--- config.mk ---
export PLATFORM = sky130hd
export DESIGN_NAME = chrono_multimode_lap
export DESIGN_NICKNAME = d
export VERILOG_FILES = /design/src/rtl/chrono_multimode_lap.sv
export SDC_FILE = /design/constraint.sdc
export NUM_CORES = 1
export LEC_CHECK = 0
export BUFFER_PORTS_ARGS = -buffer_cell sky130_fd_sc_hd__buf_2
export CORE_MARGIN = 4
export CORE_UTILIZATION = 35
export DETAILED_ROUTE_END_ITERATION = 10
export PLACE_DENSITY = 0.48
export SLEW_MARGIN = 20
export SYNTH_ARGS = -nofsm -noshare
export SYNTH_HDL_FRONTEND = slang
export SYNTH_SLANG_ARGS = --single-unit
--- constraint.sdc ---
create_clock -name clockSignal -period 19 [get_ports clockSignal]
set_clock_uncertainty 0.15 [all_clocks]
set_input_delay 3.8 -clock clockSignal [delete_from_list [all_inputs] [get_ports clockSignal]]
set_output_delay 3.8 -clock clockSignal [all_outputs]
set_load 0.03 [all_outputs]
--- src/rtl/chrono_multimode_lap.sv ---
// rtl/chrono_multimode_lap.sv - four-mode chronograph: timer, stopwatch with lap FIFO, time of day, daily alarm
//
// Purpose: drives an HH:MM:SS.cc display from a centisecond tick. Timer, stopwatch,
// time-of-day and alarm all run at once; the mode only chooses which one the
// buttons act on and which one is displayed.
//
// Ports:
//   clockSignal      system clock, every register on its rising edge
//   startOrStop      asynchronous active-high reset
//   btn_mode         debounced level, rising edge advances the mode
//   btn_start        debounced level, rising edge = start/stop, or alarm acknowledge
//   btn_split        debounced level, rising edge = split/reset/set
//   inputHours/Minutes/Seconds  set-point, clamped to 23/59/59
//   lap_rd           pop the lap FIFO head
//   mode             00 timer, 01 stopwatch, 10 clock, 11 alarm
//   *Display         registered h/m/s/cc of the selected source
//   lap_valid/lap_cs/lap_count  lap FIFO head and occupancy
//   ring_src         sticky ring causes: bit0 timer expired, bit1 alarm matched
//   ringSound        registered OR of ring_src
module chrono_multimode_lap #(
  parameter int TICKS_PER_CS = 1,
  parameter int LAP_DEPTH    = 8,
  parameter int CS_W         = 24,
  parameter int DAY_CS       = 8640000
) (
  input  logic                        clockSignal,
  input  logic                        startOrStop,
  input  logic                        btn_mode,
  input  logic                        btn_start,
  input  logic                        btn_split,
  input  logic [4:0]                  inputHours,
  input  logic [5:0]                  inputMinutes,
  input  logic [5:0]                  inputSeconds,
  input  logic                        lap_rd,
  output logic [1:0]                  mode,
  output logic [4:0]                  hoursDisplay,
  output logic [5:0]                  minutesDisplay,
  output logic [5:0]                  secondsDisplay,
  output logic [6:0]                  centisDisplay,
  output logic                        lap_valid,
  output logic [CS_W-1:0]             lap_cs,
  output logic [$clog2(LAP_DEPTH):0]  lap_count,
  output logic [1:0]                  ring_src,
  output logic                        ringSound
);
  localparam int AW = $clog2(LAP_DEPTH);
  localparam int PW = (TICKS_PER_CS > 1) ? $clog2(TICKS_PER_CS) : 1;
  localparam logic [CS_W-1:0] CS_MAX = CS_W'(DAY_CS - 1);

  typedef enum logic [1:0] {M_TIMER, M_STOPWATCH, M_CLOCK, M_ALARM} mode_t;
  typedef enum logic [1:0] {T_IDLE, T_RUN, T_PAUSE, T_DONE} tstate_t;
  typedef enum logic [1:0] {S_IDLE, S_RUN, S_STOP} sstate_t;

  mode_t     mode_q, mode_n;
  tstate_t   t_state, t_state_n;
  sstate_t   s_state, s_state_n;
  logic [CS_W-1:0] tcnt, tcnt_n, swcnt, swcnt_n, tod, tod_n, tod_inc, acs, acs_n;
  logic [CS_W-1:0] sp_cs, disp_src;
  logic            armed, armed_n;
  logic [1:0]      ring_n;
  logic            push, flush, pop, full;

  // Tick prescaler
  logic [PW-1:0] pcnt;
  logic          tick;
  assign tick = (pcnt == PW'(TICKS_PER_CS - 1));

  always_ff @(posedge clockSignal or posedge startOrStop) begin
    if (startOrStop) pcnt <= '0;
    else if (tick)   pcnt <= '0;
    else             pcnt <= pcnt + 1'b1;
  end

  // Button edge detection
  logic btn_mode_q, btn_start_q, btn_split_q;
  logic mode_e, start_e, split_e, ack, start_go;
  assign mode_e  = btn_mode  & ~btn_mode_q;
  assign start_e = btn_start & ~btn_start_q;
  assign split_e = btn_split & ~btn_split_q;
  // A start that coincides with a split is dropped; while ringing it only acknowledges.
  assign ack      = start_e & ~split_e & ringSound;
  assign start_go = start_e & ~split_e & ~ringSound;

  // Clamped set-point in centiseconds
  logic [4:0] hrs_c;
  logic [5:0] min_c, sec_c;
  assign hrs_c = (inputHours   > 5'd23) ? 5'd23 : inputHours;
  assign min_c = (inputMinutes > 6'd59) ? 6'd59 : inputMinutes;
  assign sec_c = (inputSeconds > 6'd59) ? 6'd59 : inputSeconds;
  assign sp_cs = CS_W'(360000) * CS_W'(hrs_c) + CS_W'(6000) * CS_W'(min_c)
               + CS_W'(100) * CS_W'(sec_c);

  // Lap FIFO
  logic [CS_W-1:0] lap_mem [LAP_DEPTH];
  logic [AW-1:0]   rd_ptr, wr_ptr;
  assign lap_valid = (lap_count != '0);
  assign lap_cs    = lap_mem[rd_ptr];
  assign full      = (lap_count == (AW+1)'(LAP_DEPTH));
  assign pop       = lap_rd & lap_valid;

  always_ff @(posedge clockSignal or posedge startOrStop) begin
    if (startOrStop) begin
      for (int i = 0; i < LAP_DEPTH; i++) lap_mem[i] <= '0;
      rd_ptr    <= '0;
      wr_ptr    <= '0;
      lap_count <= '0;
    end else if (flush) begin
      rd_ptr    <= '0;
      wr_ptr    <= '0;
      lap_count <= '0;
    end else begin
      if (push) begin
        lap_mem[wr_ptr] <= swcnt;
        wr_ptr          <= wr_ptr + 1'b1;
      end
      // A push into a full FIFO drops the oldest entry by advancing the head.
      if (pop || (push && full)) rd_ptr <= rd_ptr + 1'b1;
      if (push && !pop && !full)  lap_count <= lap_count + 1'b1;
      else if (pop && !push)      lap_count <= lap_count - 1'b1;
    end
  end

  // Next-state logic for mode, timer, stopwatch, clock and alarm
  always_comb begin
    mode_n    = mode_q;
    t_state_n = t_state;
    tcnt_n    = tcnt;
    s_state_n = s_state;
    swcnt_n   = swcnt;
    tod_n     = tod;
    armed_n   = armed;
    acs_n     = acs;
    ring_n    = ack ? 2'b00 : ring_src;
    push      = 1'b0;
    flush     = 1'b0;
    tod_inc   = (tod == CS_MAX) ? '0 : tod + 1'b1;

    if (mode_e) mode_n = mode_t'(mode_q + 2'd1);

    if (mode_q == M_TIMER && split_e) begin
      t_state_n = T_IDLE;
      tcnt_n    = '0;
      ring_n[0] = 1'b0;
    end else begin
      if (mode_q == M_TIMER && start_go) begin
        case (t_state)
          T_IDLE: if (sp_cs != '0) begin
            t_state_n = T_RUN;
            tcnt_n    = sp_cs;
          end
          T_RUN:   t_state_n = T_PAUSE;
          T_PAUSE: t_state_n = T_RUN;
          default: t_state_n = t_state;
        endcase
      end
      if (ack && t_state == T_DONE) t_state_n = T_IDLE;
      // The tick still counts in the cycle a pause is requested; expiry wins over it.
      if (t_state == T_RUN && tick) begin
        tcnt_n = tcnt - 1'b1;
        if (tcnt == CS_W'(1)) begin
          t_state_n = T_DONE;
          ring_n[0] = 1'b1;
        end
      end
    end

    if (mode_q == M_STOPWATCH && split_e) begin
      if (s_state == S_RUN) begin
        push = 1'b1;
      end else begin
        swcnt_n   = '0;
        flush     = 1'b1;
        s_state_n = S_IDLE;
      end
    end else if (mode_q == M_STOPWATCH && start_go) begin
      s_state_n = (s_state == S_RUN) ? S_STOP : S_RUN;
    end
    if (s_state == S_RUN && tick) begin
      if (swcnt == CS_MAX) s_state_n = S_STOP;
      else                 swcnt_n   = swcnt + 1'b1;
    end

    if (mode_q == M_CLOCK && split_e) begin
      tod_n = sp_cs;
    end else if (tick) begin
      tod_n = tod_inc;
      if (armed && tod_inc == acs) ring_n[1] = 1'b1;
    end

    if (mode_q == M_ALARM && split_e) begin
      armed_n = 1'b0;
    end else if (mode_q == M_ALARM && start_go) begin
      armed_n = 1'b1;
      acs_n   = sp_cs;
    end

    case (mode_q)
      M_TIMER:     disp_src = tcnt;
      M_STOPWATCH: disp_src = swcnt;
      M_CLOCK:     disp_src = tod;
      default:     disp_src = armed ? acs : sp_cs;
    endcase
  end

  always_ff @(posedge clockSignal or posedge startOrStop) begin
    if (startOrStop) begin
      btn_mode_q     <= 1'b0;
      btn_start_q    <= 1'b0;
      btn_split_q    <= 1'b0;
      mode_q         <= M_TIMER;
      t_state        <= T_IDLE;
      s_state        <= S_IDLE;
      tcnt           <= '0;
      swcnt          <= '0;
      tod            <= '0;
      armed          <= 1'b0;
      acs            <= '0;
      ring_src       <= 2'b00;
      ringSound      <= 1'b0;
      hoursDisplay   <= '0;
      minutesDisplay <= '0;
      secondsDisplay <= '0;
      centisDisplay  <= '0;
    end else begin
      btn_mode_q     <= btn_mode;
      btn_start_q    <= btn_start;
      btn_split_q    <= btn_split;
      mode_q         <= mode_n;
      t_state        <= t_state_n;
      s_state        <= s_state_n;
      tcnt           <= tcnt_n;
      swcnt          <= swcnt_n;
      tod            <= tod_n;
      armed          <= armed_n;
      acs            <= acs_n;
      ring_src       <= ring_n;
      ringSound      <= |ring_src;
      hoursDisplay   <= 5'(disp_src / CS_W'(360000));
      minutesDisplay <= 6'((disp_src / CS_W'(6000)) % CS_W'(60));
      secondsDisplay <= 6'((disp_src / CS_W'(100)) % CS_W'(60));
      centisDisplay  <= (mode_q == M_ALARM) ? 7'd0 : 7'(disp_src % CS_W'(100));
    end
  end

  assign mode = mode_q;

endmodule

**Yosys cells after proc, flatten, opt, wreduce, memory -nomap -nowiden**

Index checks and enable logic that the tools add are counted.

- Register bits: 336
- Input port bits: 23
- Output and inout port bits: 58
- Logic and storage cells: 178

- $add $sub $neg: 11
- Multiply operators: 3
- Divide/modulo/power cells: 6
- Magnitude comparators: 6
- Eq/ne operators: 13
- Mux-type cells: 58
- Bitwise gates (word level): 17
- Reduce and logical (&&, ||, !) cells: 35

Operator list:

| kind | number |
|---|---|
| 24-bit 2-to-1 mux | 16 |
| 192-bit bitwise mux | 1 |
| 24-bit binary-select mux with 3-bit select | 1 |
| 24-bit demux with 3-bit select | 1 |
| 24-bit case mux with 3 select lines | 1 |
| 24-bit by 1-bit adder with 24-bit output, second input constant | 2 |
| 24-bit == test, second input constant | 2 |
| 24-bit by 6-bit remainder unit with 24-bit output, second input constant | 2 |
| 2-bit 2-to-1 mux | 13 |
| 24-bit by 13-bit adder with 24-bit output | 1 |
| 24-bit by 19-bit adder with 24-bit output | 1 |
| 24-bit by 13-bit divider with 24-bit output, second input constant | 1 |
| 24-bit by 19-bit divider with 24-bit output, second input constant | 1 |
| 24-bit by 7-bit divider with 24-bit output, second input constant | 1 |
| 24-bit by 1-bit == test with 1-bit output, second input constant | 1 |
| 24-bit == test | 1 |
| 24-bit by 7-bit remainder unit with 24-bit output, second input constant | 1 |
| 24-bit nonzero test | 1 |
| 24-bit by 1-bit subtractor with 24-bit output, second input constant | 1 |
| 13-bit by 5-bit multiplier with 18-bit output, first input constant | 1 |
| 1-bit logical AND | 16 |
| 9-bit by 6-bit multiplier with 15-bit output, first input constant | 1 |
| 1-bit 2-to-1 mux | 13 |
| 6-bit > comparator, second input constant | 2 |
| 31 further kinds | 67 |

**Longest topological paths before layout**

- Depth in word-level cells: 13
- Gate-level depth with buffers: 96
- Gate-level depth less buffers: 83

**Least setup slack after synthesis**

OpenSTA, ideal clock, no wires.

- Kind: input -> register
- Start point: in inputMinutes[4]
- End point: reg minutesDisplay[3]
- Library setup time: 0.128 ns
- Arrival: 24.193 ns
- Required time: 18.722 ns
- Slack: -5.471 ns
- Cell stages on the path: 88
- Path buffers: 6
- Path through: ha_1 nand3_1 nand2b_1 inv_1 fa_1 inv_1 fa_1 inv_1 fa_1 inv_1 ha_1 inv_1 o21ai_0 a21oi_1 o21ai_0 a21oi_1 o21bai_1 a21oi_1 [... 52 more ...] mux2_1 nor4_2 a41o_1 buf_2 a21boi_0 a222oi_1 or2b_1 o211ai_2 a21boi_4 and4_1 or4_1 a311oi_2 nand3_1 xnor2_1 ha_1 a32o_1 nor2_2 mux2_1

- Cells in the longest elaborated chain, start to end: 9

RTL lines:

| what | line | text |
|---|---|---|
| from (decl) | 32 | `input logic [5:0] inputMinutes,` |
| 6-bit > comparator | 88 | `assign min_c = (inputMinutes > 6'd59) ? 6'd59 : inputMinutes;` |
| 6-bit 2-to-1 mux (*) | 88 |  |
| 9-bit by 6-bit multiplier with 15-bit output (*) | 90 | `assign sp_cs = CS_W'(360000) * CS_W'(hrs_c) + CS_W'(6000) * CS_W'(min_c)` |
| 24-bit by 19-bit adder with 24-bit output (*) | 90 |  |
| 24-bit by 13-bit adder with 24-bit output (*) | 91 | `+ CS_W'(100) * CS_W'(sec_c);` |
| 24-bit 2-to-1 mux (*) | 201 | `default: disp_src = armed ? acs : sp_cs;` |
| 24-bit case mux with 3 select lines (*) | 197 | `case (mode_q)` |
| 24-bit by 13-bit divider with 24-bit output (*) | 239 | `minutesDisplay <= 6'((disp_src / CS_W'(6000)) % CS_W'(60));` |
| 24-bit by 6-bit remainder unit with 24-bit output (*) | 239 |  |
| to (signal assigned) | 239 |  |
| to (decl) | 37 | `output logic [5:0] minutesDisplay,` |

Mark *: on every way between the ends. The rest lies on a longest branch, timed or not.
A chain may end at the register's enable or synchronous reset.

**Worst setup path after layout**

- Start point: in inputMinutes[5]
- End point: reg minutesDisplay[3]

The elaborated chain is that of the path after synthesis.

==> results.json <==
{
  "status": "finished, violations left",
  "violations": "setup timing",
  "synth_top_flop_cell": "dfrtp_1",
  "cts.path.max_buffers": 3,
  "diodes": 0,
  "port_buffers": 80,
  "drt_iter0_drc": 2035,
  "vias": 31670,
  "place_ws_ns": -5.188,
  "start_kind": "input pin",
  "chipWidth_um": 307.5,
  "drc": 0,
  "async_reset_ff_frac": 1.000,
  "via_per_inst": 5.417,
  "worst_pin_slew_ns": 1.070,
  "clk_transition_reported_paths_ns": 0.05,
  "synth.distinct_cells": 134,
  "rsz0062_at_grt": "true",
  "area_growth_pct": 44.14,
  "synth_top_family_by_area": "compound AO/OA/AOI/OAI gates",
  "holdCritPathClass": "flop to flop",
  "timing.final.crit_period_ns": 23.07,
  "grt_overflow": 0,
  "synth_edf_count": 0,
  "path_class": "input pin to flop",
  "worstSetupEndpointType": "flop",
  "crit_start": "inputMinutes[5]",
  "clockRootBuffer": "clkbuf_16",
  "timing.fmax_ghz": 0.04335,
  "gr-usage-all-layers": 0.2240,
  "firstDrtPassIters": 6,
  "wire_per_inst_um": 18.63,
  "hold_viol": 0,
  "yosysWarnings": 0,
  "muxShareOfSynthArea": 0.1412,
  "ys_seq_area_frac": 0.2655,
  "grt_pass1_wl_um": 172100,
  "r2r-start": "mode[0]",
  "drv_cap": 0,
  "path_common_cell": "buf_6",
  "clk_latency_ns": 0.59,
  "rows": 109,
  "ys_ff_latch": 333,
  "cts-buffers-inserted": 40,
  "io_pins": 81,
  "nets": 4833,
  "synth_xor_area_frac": 0.07355,
  "start_util": 0.3540,
  "chipHeight_um": 307.5,
  "grt_max_degree": 141,
  "slew_headroom": 0.2866,
  "antenna_found_initial": 2,
  "synth_cells": 3600,
  "seqCellArea_um2": 8338,
  "synth_area_um2": 31390,
  "final_cell_mix": "buf_4 (1,072), dfrtp_1 (331), nand2_1 (309)",
  "fp.coreArea_um2": 88650,
  "setup_viol": 13,
  "cp_max_fo": 8,
  "multiInputGateArea_um2": 24510,
  "final_layout_size_suffix_gt1_frac": 0.4383,
  "final_common_cell": "buf_4",
  "dp_hpwl_um": 81860,
  "htree_levels": 2,
  "arrival_ns": 23.37,
  "nFillCells": 8404,
  "required_ns": 19.30,
  "hp-start": "ring_src[0]",
  "grt_pass1_vias": 31240,
  "routed_wl_um": 108900,
  "synth_nets": 3775,
  "synth_compound_area_frac": 0.2239,
  "globalplace.congestion": 0.8848,
  "slew_viol_final": 0,
  "slowest_delay_ns": 0.56,
  "synth_fa_ha_area_frac": 0.07598,
  "synth-simple-area-share": 0.1808,
  "period_share": 1.214,
  "cts_tree": "built",
  "final_antenna_net_count": 0,
  "cts_sinks": 333,
  "cp_slowest_cell": "or4_4",
  "setup_ws_ns": -4.068,
  "fp.dieArea_um2": 94530,
  "avgSynthCellArea_um2": 8.718
}
## cell usage after synthesis (all sizes together) (45+ instances only)
| cell type | count | share of area |
|---|---|---|
| dfrtp | 333 | 0.27 |
| inv | 111 | 0.013 |
| buf | 46 | 0.0077 |
| xor2 | 87 | 0.025 |
| nor2 | 280 | 0.034 |
| nor3 | 101 | 0.017 |
| and3 | 45 | 0.0091 |
| nand2 | 328 | 0.039 |
| a21oi | 249 | 0.042 |
| ha | 116 | 0.046 |
| xnor2 | 174 | 0.049 |
| mux4 | 48 | 0.034 |
| a211oi | 47 | 0.013 |
| mux2i | 53 | 0.018 |
| o21ai | 249 | 0.040 |
| mux2 | 247 | 0.089 |
| clkbuf | 150 | 0.018 |
| nand3 | 111 | 0.018 |
| o211ai | 51 | 0.014 |
## registers in the layout, summed over array words and instances, names as in the netlist, 2 cells and up
name,count
lap_count,4
lap_mem,192
wr_ptr,3
acs,22
ring_src,2
minutesDisplay,6
centisDisplay,7
hoursDisplay,5
s_state,2
swcnt,24
tcnt,24
mode,2
t_state,2
tod,24
secondsDisplay,6
rd_ptr,3
## logic make-up (layout without fill, tap and decap cells)
kind of cell               after synthesis  in the layout
AOI/OAI and AO/OA                     1017           1017
xor gates and xnor gates               261            261
adders and majority gates              173            173
buffers and inverters                  307           1388
DFF                                    333            333
muxes                                  348            348
other                                    1              1
and+or+nand+nor                       1160           1161
## area by class of cell
class / count / share of cell area
clock buffers: 57 / 0.02509
multi-input cells: 2961 / 0.5419
flip-flops and latches: 333 / 0.1843
inverters: 111 / 0.009431
well taps: 1165 / 0.03222
clock inverters: 9 / 0.003540
repair buffers: 1211 / 0.2035
## worst max-delay path, delay by kind of cell
kind                     cells  cell delay, ns
AO/OA/AOI/OAI               39            7.28
AND/OR/NAND/NOR             18            4.72
adder cells (fa/ha/maj)      8            2.85
buffers and inverters       21            2.64
multiplexers                 5            1.49
XOR/XNOR                     4            0.54
## through the flow
| stage | utilization | hold slack, ns | TNS (ns) | std cells | instance area (um2) |
|---|---|---|---|---|---|
| global route | 0.5103 | 0.3591 | -38.68 | 5847 | 45240 |
| CTS | 0.4963 | 0.3449 | -23.37 | 5802 | 44000 |
| global placement | 0.4587 | 0.3260 | -43.58 | 5624 | 40660 |
| detailed placement | 0.4587 | 0.3324 | -46.92 | 5624 | 40660 |
| finish | 0.5103 | 0.3388 | -24.36 | 5847 | 45240 |
| floorplan | - | 0.3241 | -29.45 | 3600 | 32240 |
## per-layer routing
layer | GRT usage | wire [um] | part of all wire
met5 | 0 | 27 | 0.00025
met4 | 0.05287 | 2638 | 0.024
met3 | 0.02985 | 5040 | 0.046
met2 | 0.3779 | 51180 | 0.47
met1 | 0.3060 | 50050 | 0.46
## path summary, 6_finish.rpt
check / end / slack, ns / cells past startpoint
worst min-delay path: ringSound / 0.34 / 1
min in group asynchronous: lap_count[0] / 3.24 / 2
max in group asynchronous: tod[1] / 13.90 / 3
worst min register to register: ringSound / 0.34 / 1
worst max-delay path: minutesDisplay[3] / -4.07 / 95
worst max register to register: minutesDisplay[3] / 1.54 / 73
## what timing repair did
action                     in CTS  in global routing
gates cloned                    1                  0
pin swaps                     151                108
gates resized for setup       237                182
setup endpoints to repair      20                 20
buffers inserted              113                 45
hold buffers                    0                  0
Power is left out: the tool's default activity adds up to more than one toggle a clock period on the data nets, which glitch-free logic cannot reach.
